<file path="config.mk">
export PLATFORM = sky130hd
export DESIGN_NAME = serial_msg_transmitter
export DESIGN_NICKNAME = d
export VERILOG_FILES = /design/src/rtl/msg_protocol_pkg.sv /design/src/rtl/msg_xor_checksum.sv /design/src/rtl/serial_msg_transmitter.sv
export SDC_FILE = /design/constraint.sdc
export NUM_CORES = 1
export LEC_CHECK = 0
export BUFFER_PORTS_ARGS = -buffer_cell sky130_fd_sc_hd__clkbuf_2
export CAP_MARGIN = 30
export CELL_PAD_IN_SITES_DETAIL_PLACEMENT = 1
export CELL_PAD_IN_SITES_GLOBAL_PLACEMENT = 1
export CORE_MARGIN = 2
export CORE_UTILIZATION = 25
export CTS_BUF_LIST = sky130_fd_sc_hd__clkbuf_8 sky130_fd_sc_hd__clkbuf_16
export CTS_CLUSTER_SIZE = 25
export DETAILED_ROUTE_END_ITERATION = 7
export PLACE_DENSITY = 0.58
export SLEW_MARGIN = 20
export SYNTH_ARGS = -nofsm -noshare
export SYNTH_HDL_FRONTEND = slang
export SYNTH_SLANG_ARGS = --single-unit
export TNS_END_PERCENT = 10
</file>
<file path="constraint.sdc">
create_clock -name clk -period 5 [get_ports clk]
set_input_delay 1 -clock clk [delete_from_list [all_inputs] [get_ports clk]]
set_output_delay 1 -clock clk [all_outputs]
set_load 0.05 [all_outputs]
</file>
<file path="src/rtl/msg_protocol_pkg.sv">
// Shared framing definitions for serial_msg_transmitter and serial_msg_receiver:
// FSM state encoding, default header strings/lengths and header byte selection.
package msg_protocol_pkg;

  typedef enum logic [2:0] {
    IDLE,
    HDR_SEND,
    HDR_WAIT,
    PL_REQ,
    PL_SEND,
    PL_WAIT,
    DONE
  } msg_state_e;

  // Headers are right-justified in 64 bits; the first character is the most significant used byte.
  localparam logic [63:0] DEF_PARTICLE_HDR     = {24'h0, "ABCDE"};
  localparam int          DEF_PARTICLE_HDR_LEN = 5;
  localparam logic [63:0] DEF_MAP_HDR          = {24'h0, "FGHIJ"};
  localparam int          DEF_MAP_HDR_LEN      = 5;
  localparam int          DEF_PARTICLE_PL_LEN  = 8;
  localparam int          DEF_MAP_PL_LEN       = 16;

  function automatic logic [7:0] hdr_byte(input logic [63:0] hdr,
                                          input logic [7:0]  last,
                                          input logic [7:0]  k);
    return 8'(hdr >> (8 * (last - k)));
  endfunction

endpackage

</file>
<file path="src/rtl/msg_xor_checksum.sv">
// Running XOR of accepted payload bytes; used by serial_msg_transmitter
// only when MSG_TX_CHECKSUM_EN is defined.
module msg_xor_checksum (
  input  logic       clk,
  input  logic       reset_n,
  input  logic       clear,
  input  logic       enable,
  input  logic [7:0] data,
  output logic [7:0] checksum
);

  always_ff @(posedge clk or negedge reset_n) begin
    if (!reset_n)
      checksum <= 8'h00;
    else if (clear)
      checksum <= 8'h00;
    else if (enable)
      checksum <= checksum ^ data;
  end

endmodule

</file>
<file path="src/rtl/serial_msg_transmitter.sv">
// Frames particle/map messages (header string + payload) for a byte-wide serial_tx.
// Optional trailing XOR checksum byte when MSG_TX_CHECKSUM_EN is defined.
module serial_msg_transmitter
  import msg_protocol_pkg::*;
#(
  parameter logic [63:0] START_PARTICLE_MESSAGE             = DEF_PARTICLE_HDR,
  parameter int          START_PARTICLE_MESSAGE_LENGTH_BYTE = DEF_PARTICLE_HDR_LEN,
  parameter logic [63:0] START_MAP_MESSAGE                  = DEF_MAP_HDR,
  parameter int          START_MAP_MESSAGE_LENGTH_BYTE      = DEF_MAP_HDR_LEN,
  parameter int          PARTICLE_MESSAGE_LENGTH            = DEF_PARTICLE_PL_LEN,
  parameter int          MAP_MESSAGE_LENGTH                 = DEF_MAP_PL_LEN
) (
  input  logic       clk,
  input  logic       reset_n,
  input  logic       send_particle,
  input  logic       send_map,
  input  logic [7:0] data_in,
  input  logic       data_in_valid,
  output logic       data_in_ready,
  output logic [7:0] tx_data,
  output logic       tx_data_valid,
  input  logic       tx_done,
  output logic       busy,
  output logic       msg_done
);

  localparam logic [7:0] PART_HDR_LAST = 8'(START_PARTICLE_MESSAGE_LENGTH_BYTE - 1);
  localparam logic [7:0] MAP_HDR_LAST  = 8'(START_MAP_MESSAGE_LENGTH_BYTE - 1);
  localparam logic [7:0] PART_PL_LEN   = 8'(PARTICLE_MESSAGE_LENGTH);
  localparam logic [7:0] MAP_PL_LEN    = 8'(MAP_MESSAGE_LENGTH);

  msg_state_e  state, state_next;
  logic        is_map;
  logic [7:0]  hdr_cnt;
  logic [7:0]  pl_cnt;
  logic [7:0]  pl_byte;
  logic [63:0] hdr_vec;
  logic [7:0]  hdr_last;
  logic [7:0]  pl_len;
  logic [7:0]  pl_tx_byte;
  logic        start_req;
  logic        handshake;
  logic        payload_left;

  assign start_req    = send_particle | send_map;
  assign handshake    = (state == PL_REQ) && data_in_valid;
  assign hdr_vec      = is_map ? START_MAP_MESSAGE : START_PARTICLE_MESSAGE;
  assign hdr_last     = is_map ? MAP_HDR_LAST : PART_HDR_LAST;
  assign pl_len       = is_map ? MAP_PL_LEN : PART_PL_LEN;
  assign payload_left = pl_cnt < pl_len;

`ifdef MSG_TX_CHECKSUM_EN
  logic       csum_phase;
  logic [7:0] csum;

  msg_xor_checksum u_checksum (
    .clk      (clk),
    .reset_n  (reset_n),
    .clear    (state == IDLE && start_req),
    .enable   (handshake),
    .data     (data_in),
    .checksum (csum)
  );

  assign pl_tx_byte = csum_phase ? csum : pl_byte;
`else
  assign pl_tx_byte = pl_byte;
`endif

  always_ff @(posedge clk or negedge reset_n) begin
    if (!reset_n) begin
      state   <= IDLE;
      is_map  <= 1'b0;
      hdr_cnt <= 8'h00;
      pl_cnt  <= 8'h00;
      pl_byte <= 8'h00;
`ifdef MSG_TX_CHECKSUM_EN
      csum_phase <= 1'b0;
`endif
    end else begin
      state <= state_next;
      // send_particle wins a simultaneous request; the map request is simply dropped.
      if (state == IDLE && start_req) begin
        is_map  <= ~send_particle;
        hdr_cnt <= 8'h00;
        pl_cnt  <= 8'h00;
`ifdef MSG_TX_CHECKSUM_EN
        csum_phase <= 1'b0;
`endif
      end
      if (state == HDR_WAIT && tx_done && hdr_cnt != hdr_last)
        hdr_cnt <= hdr_cnt + 8'd1;
      if (handshake) begin
        pl_byte <= data_in;
        pl_cnt  <= pl_cnt + 8'd1;
      end
`ifdef MSG_TX_CHECKSUM_EN
      if (state == PL_WAIT && tx_done && !payload_left)
        csum_phase <= 1'b1;
`endif
    end
  end

  always_comb begin
    state_next    = state;
    tx_data       = 8'h00;
    tx_data_valid = 1'b0;
    data_in_ready = 1'b0;
    busy          = 1'b1;
    msg_done      = 1'b0;
    case (state)
      IDLE: begin
        busy = 1'b0;
        if (start_req)
          state_next = HDR_SEND;
      end
      HDR_SEND: begin
        tx_data       = hdr_byte(hdr_vec, hdr_last, hdr_cnt);
        tx_data_valid = 1'b1;
        state_next    = HDR_WAIT;
      end
      HDR_WAIT: begin
        tx_data = hdr_byte(hdr_vec, hdr_last, hdr_cnt);
        if (tx_done)
          state_next = (hdr_cnt == hdr_last) ? PL_REQ : HDR_SEND;
      end
      PL_REQ: begin
        data_in_ready = 1'b1;
        if (data_in_valid)
          state_next = PL_SEND;
      end
      PL_SEND: begin
        tx_data       = pl_tx_byte;
        tx_data_valid = 1'b1;
        state_next    = PL_WAIT;
      end
      PL_WAIT: begin
        tx_data = pl_tx_byte;
        if (tx_done) begin
          if (payload_left)
            state_next = PL_REQ;
          else
`ifdef MSG_TX_CHECKSUM_EN
            state_next = csum_phase ? DONE : PL_SEND;
`else
            state_next = DONE;
`endif
        end
      end
      DONE: begin
        msg_done   = 1'b1;
        state_next = IDLE;
      end
      default: state_next = IDLE;
    endcase
  end

endmodule

</file>
Yosys cells after proc, flatten, opt, wreduce, memory -nomap -nowiden
Cells that the tools add are included.
{"block": "totals", "register_bits": 28, "latchBits": 0, "ram_bits": 0, "romBits": 0, "in_bits": 14, "out_inout_bits": 12, "elab_cells": 52, "memories": 0}
{"block": "classes", "add_sub_neg": 3, "n_mul": 0, "div": 0, "magnitude_cmp": 1, "eq_ne": 12, "shifts": 1, "mux": 17, "bitwise": 2, "reduce_logical": 11}
{"operator": "$shr 39x32->8", "count": 1}
{"operator": "$mux 35", "count": 1}
{"operator": "$mux 8", "count": 3}
{"operator": "$pmux 3 s6", "count": 1}
{"operator": "$add 8x1->8 const B", "count": 2}
{"operator": "$pmux 8 s2", "count": 1}
{"operator": "$mux 3", "count": 5}
{"operator": "$eq 3x3->1 const B", "count": 3}
{"operator": "$sub 3x8->9 const A", "count": 1}
{"operator": "$eq 8x3->1 const B", "count": 1}
{"operator": "$lt 8x5->1", "count": 1}
{"operator": "$ne 2x2->1 const B", "count": 4}
{"operator": "$ne 8x3->1 const B", "count": 1}
{"operator": "$eq 3x2->1 const B", "count": 2}
{"operator": "$reduce_or 2->1", "count": 3}
{"operator": "$mux 5", "count": 1}
{"operator": "$logic_and 1x1->1", "count": 4}
{"operator": "$mux 1", "count": 4}
{"operator": "$reduce_and 4->1", "count": 1}
{"operator": "$reduce_bool 2->1", "count": 2}
{"operator": "$eq 3x1->1 const B", "count": 1}
{"operator": "$logic_not 3->1", "count": 1}
{"operator": "$mux 2", "count": 1}
{"operator": "$not 1->1", "count": 1}
{"operator": "$or 1x1->1", "count": 1}

Longest topological paths before layout
Gate-level depths: netlist (run 1).
{"block": "depth", "depth_word": 5, "mapped_depth": 7, "mapped_depth_nobuf": 6}

Least setup slack after synthesis (run 1)
Ideal clock, no wire load.
{"block": "synth_path", "path_kind": "flip-flop to output port", "from": "register hdr_cnt[3]", "to": "output port tx_data[3]", "arrival_ps": 2030, "t_required_ps": 4000, "path_slack_ps": 1970, "path_stages_with_launch": 5, "n_path_buf": 0, "path_cell_list": "dfrtp_1 -> or3_4 -> or4_4 -> nor3_2 -> a32o_1"}
{"block": "synth_between", "elab_chain_cells": 3}
{"item": "start, declared", "line": "serial_msg_transmitter.sv:34", "rtl": "logic [7:0] hdr_cnt;"}
{"item": "start signal, assigned", "line": "serial_msg_transmitter.sv:92", "rtl": "hdr_cnt <= hdr_cnt + 8'd1;"}
{"item": "$sub 3x8->9", "line": "msg_protocol_pkg.sv:26", "rtl": "return 8'(hdr >> (8 * (last - k)));"}
{"item": "$shr 39x32->8", "line": "msg_protocol_pkg.sv:26"}
{"item": "$pmux 8 s2", "line": "serial_msg_transmitter.sv:111", "rtl": "case (state)"}
{"item": "end, declared", "line": "serial_msg_transmitter.sv:20", "rtl": "output logic [7:0] tx_data,"}
No other way between the ends.

Final worst setup path (run 1)
Same ends and word-level chain as after synthesis.

==> impl_metrics.tcl, run 1 <==
set metrics [dict create \
    initialDrtViolationCount 69 \
    hold_viol_final 0 \
    async_flop_share 1.00 \
    cts-root-buf "clkbuf_8" \
    post-route-worst-setup-slack_ns 1.48 \
    grt_pass1_wl_mm 7.73 \
    synth-seq-cells 28 \
    p_per_area_nw_per_um2 609 \
    cts_buffer_depth 2 \
    vias 1505 \
    crit_path_max_fanout 6 \
    drt-total-wl_mm 4.37 \
    clk_latency_ns 0.28 \
    place_congestion 0.751 \
    layout-drive-gt1-share 0.176 \
    dpl.hpwl_mm 3.12 \
    grt-ovfl-total 0 \
    min_period_ns 3.52 \
    cp_num_buf_inv 1 \
    start_util 0.262 \
    ys.flop_type "dfrtp_1" \
    fin_skew_ns 0.00622 \
    hp-class "register to register" \
    dp_slack_ns 1.76 \
    path_clk_slew_ns 0.10 \
    cts_tree "built" \
    max_cap_viol_count 0 \
    post-cts-setup-buffer-count 0 \
    synth-edff-count 0 \
    die_area_um2 7400 \
    post_synth_and_or_nand_nor_area_fraction 0.273 \
    rsz0062_at_grt "no" \
    synth.avg_cell_area_um2 8.85 \
    nFillCells 765 \
    synth.distinct_cells 46 \
    synth_nets 208 \
    fin_nets 229 \
    synthXorXnorAreaFrac 0.0208 \
    slowest_delay_ns 0.48 \
    register_area_um2 701 \
    cp-start-kind "register" \
    final_cell_mix "45 x nand2_1, 28 x dfrtp_1, 25 x clkbuf_2" \
    tns_ns 0 \
    cp_top_family "simple AND/OR/NAND/NOR gates" \
    period_share 0.703 \
    coreArea_um2 6420 \
    pin_count 26 \
    grt_start_max_net_pins 29 \
    grt_pass1_vias 1530 \
    syn2layout_area_growth_pct 14.1 \
    finalHoldWorstSlack_ns 0.484 \
    path_class "register to output port" \
    antenna_found_initial 0 \
    ir_worst_vdd_uv 301 \
    max_freq_mhz 284 \
    cts.repair.resized 0 \
    first_pass_iters 4 \
    row_count 29 \
    worstPathCellList "or3_4 -> or4_4 -> nor3_2 -> a32o_1 -> clkbuf_2" \
    final_common_cell "nand2_1" \
    routedWlPerCell_um 15.2 \
    h-tree-depth 1 \
    gr-usage-all-layers 0.131 \
    maxSlewViolCount 0 \
    cp.required_ns 4.00 \
    clkSinkCount 28 \
    synthCells 190 \
    die_w_um 86.0 \
    ys_warn_count 0 \
    slew_headroom 0.384 \
    synth_adder_area_share 0.0298 \
    drtAntennaViolNets 0 \
    n_antenna_cell 0 \
    die_h_um 86.0 \
    multiInputGateArea_um2 920 \
    synth_top_family_by_area "simple AND/OR/NAND/NOR gates" \
    crit_path_top_delay_cell "or4_4" \
    synth_compound_area_frac 0.187 \
    ctsHoldBuffers 0 \
    post-route-util 0.299 \
    synth-seq-area-share 0.417 \
    numCtsBuffers 3 \
    cp-end-kind "output port" \
    finalSetupViolations 0 \
    tightest_slew_ns 0.922 \
    leakage_uw 0.000893 \
    synth.cell_area_um2 1680 \
    arrival_ns 2.52 \
    outcome "finished, final reports clean" \
    vias_per_cell 5.24 \
    io_buffers 25 \
    remaining_drc_errors 0 \
    muxShareOfSynthArea 0.0365 \
]
[worst reg2reg max path, stage by stage (launching register included)]
cell and delay [ns]:
dfrtp_1 0.50, inv_1 0.18, ha_1 0.28, nand2_1 0.12, o41ai_4 0.53, or2b_4 0.28, mux2_1 0.33
[through the flow]
stage | std cells | instance area (µm²) | power (µW)
after floorplan | 190 | 1680 | 878
after global placement | 283 | 1860 | 1030
after detailed placement | 283 | 1860 | 1040
after CTS | 287 | 1920 | 1190
after global routing | 287 | 1920 | 1270
final | 287 | 1920 | 1170
[cells by family after synthesis]
family / count (synthesis)
compound gates: 43
flops: 28
simple gates: 90
buf+inv: 15
xor+xnor: 4
mux: 6
fa+ha+maj: 4
[worst paths after layout]
| kind | start | end | slack, ns | cells past startpoint |
|---|---|---|---|---|
| setup / recovery | hdr_cnt[3] | tx_data[3] | 1.48 | 5 |
| hold / removal | pl_byte[7] | pl_byte[7] | 0.48 | 2 |
| setup reg to reg | hdr_cnt[0] | hdr_cnt[1] | 2.67 | 6 |
| hold reg to reg | pl_byte[7] | pl_byte[7] | 0.48 | 2 |
| max in group asynchronous | reset_n | hdr_cnt[2] | 3.75 | 1 |
| min in group asynchronous | reset_n | hdr_cnt[7] | 0.77 | 1 |
[layout make-up]
class,count,area share
inverter,6,0.0117
clock buffer,4,0.0287
multi-input combinational,147,0.479
tap,77,0.0502
timing repair buffer,25,0.0652
sequential,28,0.365
[where the power goes]
| group | internal (µW) | switching (µW) | total, µW |
|---|---|---|---|
| Clock | 70.6 | 73.8 | 144 |
| Combinational | 199 | 454 | 653 |
| Sequential | 285 | 86.2 | 372 |
| Total | 555 | 614 | 1170 |
[layer usage]
metal | share of wire | GRT usage
met5 | 0 | 0
met4 | 0.011 | 0.0346
met3 | 0.036 | 0.0192
met2 | 0.45 | 0.204
met1 | 0.50 | 0.188
[state kept, by name (all words and copies together) (netlist names)]
signal   flops
hdr_cnt      8
is_map       1
pl_byte      8
pl_cnt       8
state        3
[cells in the mapped netlist (4+ instances only)]
cell type / n / area (µm²)
nand4_1: 4 / 25.0
inv_1: 6 / 22.5
and2_1: 6 / 37.5
a21oi_1: 7 / 35.0
nand2_1: 45 / 169
ha_1: 4 / 50.1
clkbuf_1: 7 / 26.3
dfrtp_1: 28 / 701
o31ai_1: 4 / 30.0
a22o_1: 5 / 43.8
nor2_1: 7 / 26.3
o211ai_1: 4 / 30.0
o21ai_0: 11 / 55.1
mux2i_1: 5 / 50.1
nand3_1: 6 / 30.0
(Power assumes the default switching activity.)
==> run 2: changes to the inputs <==
clock period = 3.3 ns   (was 5 ns; I/O delays follow)
==> run 2 against run 1 <==
  * Critical path depth stayed put
  * Combinational power up 65%
  * Via count fell by 1.7%
  * Clock power grew 53%
  * Total power up 57%
  * Register-to-register slack got worse by 1.4 ns
  * Clock skew decreased by 0.00090 ns
  * First-iteration DRC count fell by 55%
  * Worst hold slack got worse by 0.053 ns
  * Non-clock buffer count rose by 6
  * Flip-flop and latch count is the same
  * Die area unchanged
  * Largest power group unchanged
==> impl_metrics.tcl, run 2 (synthesis results as in run 1) <==
set metrics [dict create \
    io_buffers 25 \
    cp_top_family "simple AND/OR/NAND/NOR gates" \
    antenna_found_initial 0 \
    crit_path_top_delay_cell "or4_4" \
    final_common_cell "nand2_1" \
    arrival_ns 2.40 \
    fin_skew_ns 0.00533 \
    coreArea_um2 6420 \
    tightest_slew_ns 0.759 \
    ir_worst_vdd_uv 561 \
    path_class "register to output port" \
    largest_registers "hdr_cnt: 8 flops, pl_byte: 8 flops, pl_cnt: 8 flops" \
    crit_path_max_fanout 6 \
    routedWlPerCell_um 14.7 \
    vias 1480 \
    register_area_um2 701 \
    dr_wl_met2_mm 1.99 \
    r2r_start "hdr_cnt[0]" \
    worstPathCellList "or3_4 -> or4_4 -> nor3_4 -> a32o_1 -> clkbuf_2" \
    vias_per_cell 5.05 \
    met3WireLength_um 106 \
    hold_viol_final 0 \
    gr-usage-all-layers 0.128 \
    max_cap_viol_count 0 \
    final_cell_mix "45 x nand2_1, 28 x dfrtp_1, 25 x clkbuf_2" \
    cp-start-kind "register" \
    period_share 0.927 \
    p_per_area_nw_per_um2 929 \
    grt-ovfl-total 0 \
    remaining_drc_errors 0 \
    dpl.hpwl_mm 3.14 \
    cts_tree "built" \
    finalHoldWorstSlack_ns 0.431 \
    wl_met1_mm 2.19 \
    slowest_delay_ns 0.50 \
    cp.required_ns 2.64 \
    place_congestion 0.744 \
    grt_pass1_vias 1537 \
    row_count 29 \
    multiInputGateArea_um2 926 \
    post-cts-setup-buffer-count 0 \
    fin_nets 235 \
    timing.rr.end "hdr_cnt[5]" \
    nFillCells 757 \
    critPathLaunch "hdr_cnt[3]" \
    h-tree-depth 1 \
    r2r_slack_ns 1.23 \
    slew_headroom 0.494 \
    finalSetupViolations 0 \
    maxSlewViolCount 0 \
    numCtsBuffers 3 \
    leakage_uw 0.000921 \
    tns_ns 0 \
    max_freq_mhz 327 \
    drtAntennaViolNets 0 \
    layout-drive-gt1-share 0.199 \
    cts-root-buf "clkbuf_8" \
    cp_num_buf_inv 1 \
    drt-total-wl_mm 4.32 \
    rsz0062_at_grt "no" \
    min_period_ns 3.06 \
    initialDrtViolationCount 31 \
    clkSinkCount 28 \
    die_h_um 86.0 \
    syn2layout_area_growth_pct 17.2 \
    power_uw 1830 \
    grt_start_max_net_pins 29 \
    cp-end-kind "output port" \
    r2r_cells 7 \
    cts_buffer_depth 2 \
    hp-class "input port to asynchronous set/reset pin" \
    pin_count 26 \
    first_pass_iters 4 \
    n_antenna_cell 0 \
    start_util 0.262 \
    path_clk_slew_ns 0.10 \
    grt_pass1_wl_mm 7.70 \
    route.top_layer_used "met4" \
    die_w_um 86.0 \
    clk_latency_ns 0.28 \
    outcome "finished, final reports clean" \
    die_area_um2 7400 \
]
-- run 2: changes by cell type in the layout (fill, tap and decap cells not counted) --
cell	change
buf_4	+6
nor3_2	-1
nor3_4	+1
-- run 2: worst max-delay path by stage --
stage	end	cells after the start	slack (ns)
final	tx_data[3]	5	0.24
after global routing	tx_data[2]	7	0.11
after CTS	tx_data[3]	5	0.1
after detailed placement	tx_data[3]	5	0.42
after global placement	tx_data[3]	5	0.43
after floorplan	tx_data[3]	4	0.61
-- run 2: power by group --
group | internal [µW] | switching, µW
sequential | 433 | 93.7
combinational | 344 | 739
clock | 107 | 113
-- run 2: layout make-up --
cell class,instances,area share
Multi-Input combinational cell,147,0.470
Timing Repair Buffer,31,0.0863
Inverter,6,0.0114
Clock buffer,4,0.0279
Tap cell,77,0.0489
Sequential cell,28,0.356
-- run 2: per-layer routing --
layer | vias up | global-route usage
li1 | 735 | -
met4 | 0 | 0.0303
met1 | 720 | 0.187
met2 | 20 | 0.202
met3 | 5 | 0.0164
met5 | - | 0
-- run 2: per-stage QoR --
stage          worst slack (ns)  std cells   util  instance area, µm²
6_report                  0.240        293  0.307                1970
5_1_grt                   0.111        293  0.307                1970
3_5_place_dp              0.421        289  0.297                1910
3_3_place_gp              0.431        289  0.297                1910
4_1_cts                  0.0955        293  0.306                1960
2_1_floorplan             0.610        190      -                1680
-- run 2: timing repair --
item,4_1_cts,5_1_grt
gates resized for setup,0,1
hold buffers,0,0
setup endpoints to repair,0,2
==> run 3: changes to the inputs <==
RECOVER_POWER = 25   (was not set)
==> run 3 against run 2 <==
  * The flow now finishes with violations (max-capacitance violations, max-slew violations)
  * Worst hold slack improved by 0.051 ns
  * Sequential share of layout area about the same
  * Critical path depth unchanged
  * Critical path type unchanged
  * Largest cell class unchanged
  * Largest power group unchanged
==> impl_metrics.tcl, run 3 (synthesis results as in run 1) <==
set metrics [dict create \
    first_pass_iters 4 \
    finalSetupViolations 0 \
    place_congestion 0.744 \
    post-route-util 0.307 \
    antenna_found_initial 0 \
    n_antenna_cell 0 \
    pin_count 26 \
    largest_registers "hdr_cnt: 8 flops, pl_byte: 8 flops, pl_cnt: 8 flops" \
    grt_start_max_net_pins 29 \
    grt_pass1_vias 1537 \
    syn2layout_area_growth_pct 17.1 \
    vias 1484 \
    post-route-worst-setup-slack_ns 0.238 \
    min_period_ns 3.06 \
    cp-start-kind "register" \
    max_cap_viol_count 1 \
    hp-class "register to register" \
    tightest_slew_ns 1.66 \
    remaining_drc_errors 0 \
    io_buffers 25 \
    grt-ovfl-total 0 \
    final_common_cell "nand2_1" \
    final_cell_mix "45 x nand2_1, 28 x dfrtp_1, 24 x clkbuf_2" \
    cp-end-kind "output port" \
    r2r_slack_ns 1.24 \
    clkSinkCount 28 \
    maxSlewViolCount 29 \
    grt_pass1_wl_mm 7.70 \
    max_freq_mhz 327 \
    tns_ns 0 \
    holdPathStages 2 \
    layout-drive-gt1-share 0.194 \
    initialDrtViolationCount 35 \
    die_w_um 86.0 \
    r2r_start "hdr_cnt[0]" \
    cp.required_ns 2.64 \
    post-cts-setup-buffer-count 0 \
    ir_worst_vdd_uv 561 \
    timing.rr.end "hdr_cnt[5]" \
    leakage_uw 0.000918 \
    crit_path_max_fanout 6 \
    coreArea_um2 6420 \
    row_count 29 \
    drtAntennaViolNets 0 \
    r2r_cells 7 \
    finalHoldWorstSlack_ns 0.483 \
    cts-root-buf "clkbuf_8" \
    hp-start "pl_byte[5]" \
    cts_tree "built" \
    ctsHoldBuffers 0 \
    vias_per_cell 5.06 \
    slew_headroom -0.105 \
    p_per_area_nw_per_um2 929 \
    hold_viol_final 0 \
    die_area_um2 7400 \
    cts.repair.resized 0 \
    clk_latency_ns 0.28 \
    arrival_ns 2.40 \
    dp_slack_ns 0.421 \
    rsz0062_at_grt "no" \
    dpl.hpwl_mm 3.14 \
    path_clk_slew_ns 0.10 \
    start_util 0.262 \
    period_share 0.928 \
    critPathLaunch "hdr_cnt[3]" \
    die_h_um 86.0 \
    routedWlPerCell_um 14.7 \
    numCtsBuffers 3 \
    min_to "pl_byte[5]" \
    violations "max-capacitance violations, max-slew violations" \
    gr-usage-all-layers 0.128 \
    h-tree-depth 1 \
    drt-total-wl_mm 4.31 \
    cts_buffer_depth 2 \
    outcome "finished, violations left" \
    fin_skew_ns 0.00407 \
    path_class "register to output port" \
    fin_nets 235 \
]
run 3: cell types whose count changed in the layout (fill, tap and decap cells not counted):
cell	previous run	this run
clkbuf_2	25	24
clkbuf_1	0	1
run 3: stage by stage:
step	total power (µW)	cell area [µm²]	cells
detailed placement	1620	1910	289
floorplan	1330	1680	190
CTS	1850	1960	293
global route	1990	1970	293
global placement	1610	1910	289
finish	1830	1970	293
run 3: per-layer routing:
layer | wire length, µm | track usage
met4 | 27 | 0.0303
met3 | 110 | 0.0164
met5 | 0 | 0
met2 | 1980 | 0.202
met1 | 2190 | 0.187
run 3: area by class of cell:
class	count	area (µm²)
Sequential cell	28	701
Multi-Input combinational cell	147	926
Clock buffer	4	55.1
Tap cell	77	96.3
Inverter	6	22.5
Timing Repair Buffer	31	169
Fill cell	758	4450
run 3: worst max-delay path: stages, from the launching register on:
cell	delay, ns
dfrtp_1	0.44
or3_4	0.42
or4_4	0.50
nor3_4	0.27
a32o_1	0.22
clkbuf_2	0.27
run 3: power breakdown:
part / internal (µW) / leakage (µW) / switching, µW / total (µW)
clock network: 107 / 0.0000288 / 114 / 221
registers: 433 / 0.000371 / 93.8 / 527
logic: 344 / 0.000518 / 739 / 1080
run 3: how the worst max path moves through the flow:
| stage | endpoint | slack, ns | cells past startpoint |
|---|---|---|---|
| floorplan | tx_data[3] | 0.61 | 4 |
| global placement | tx_data[3] | 0.43 | 5 |
| detailed placement | tx_data[3] | 0.42 | 5 |
| CTS | tx_data[3] | 0.1 | 5 |
| global route | tx_data[2] | 0.11 | 7 |
| finish | tx_data[3] | 0.24 | 5 |
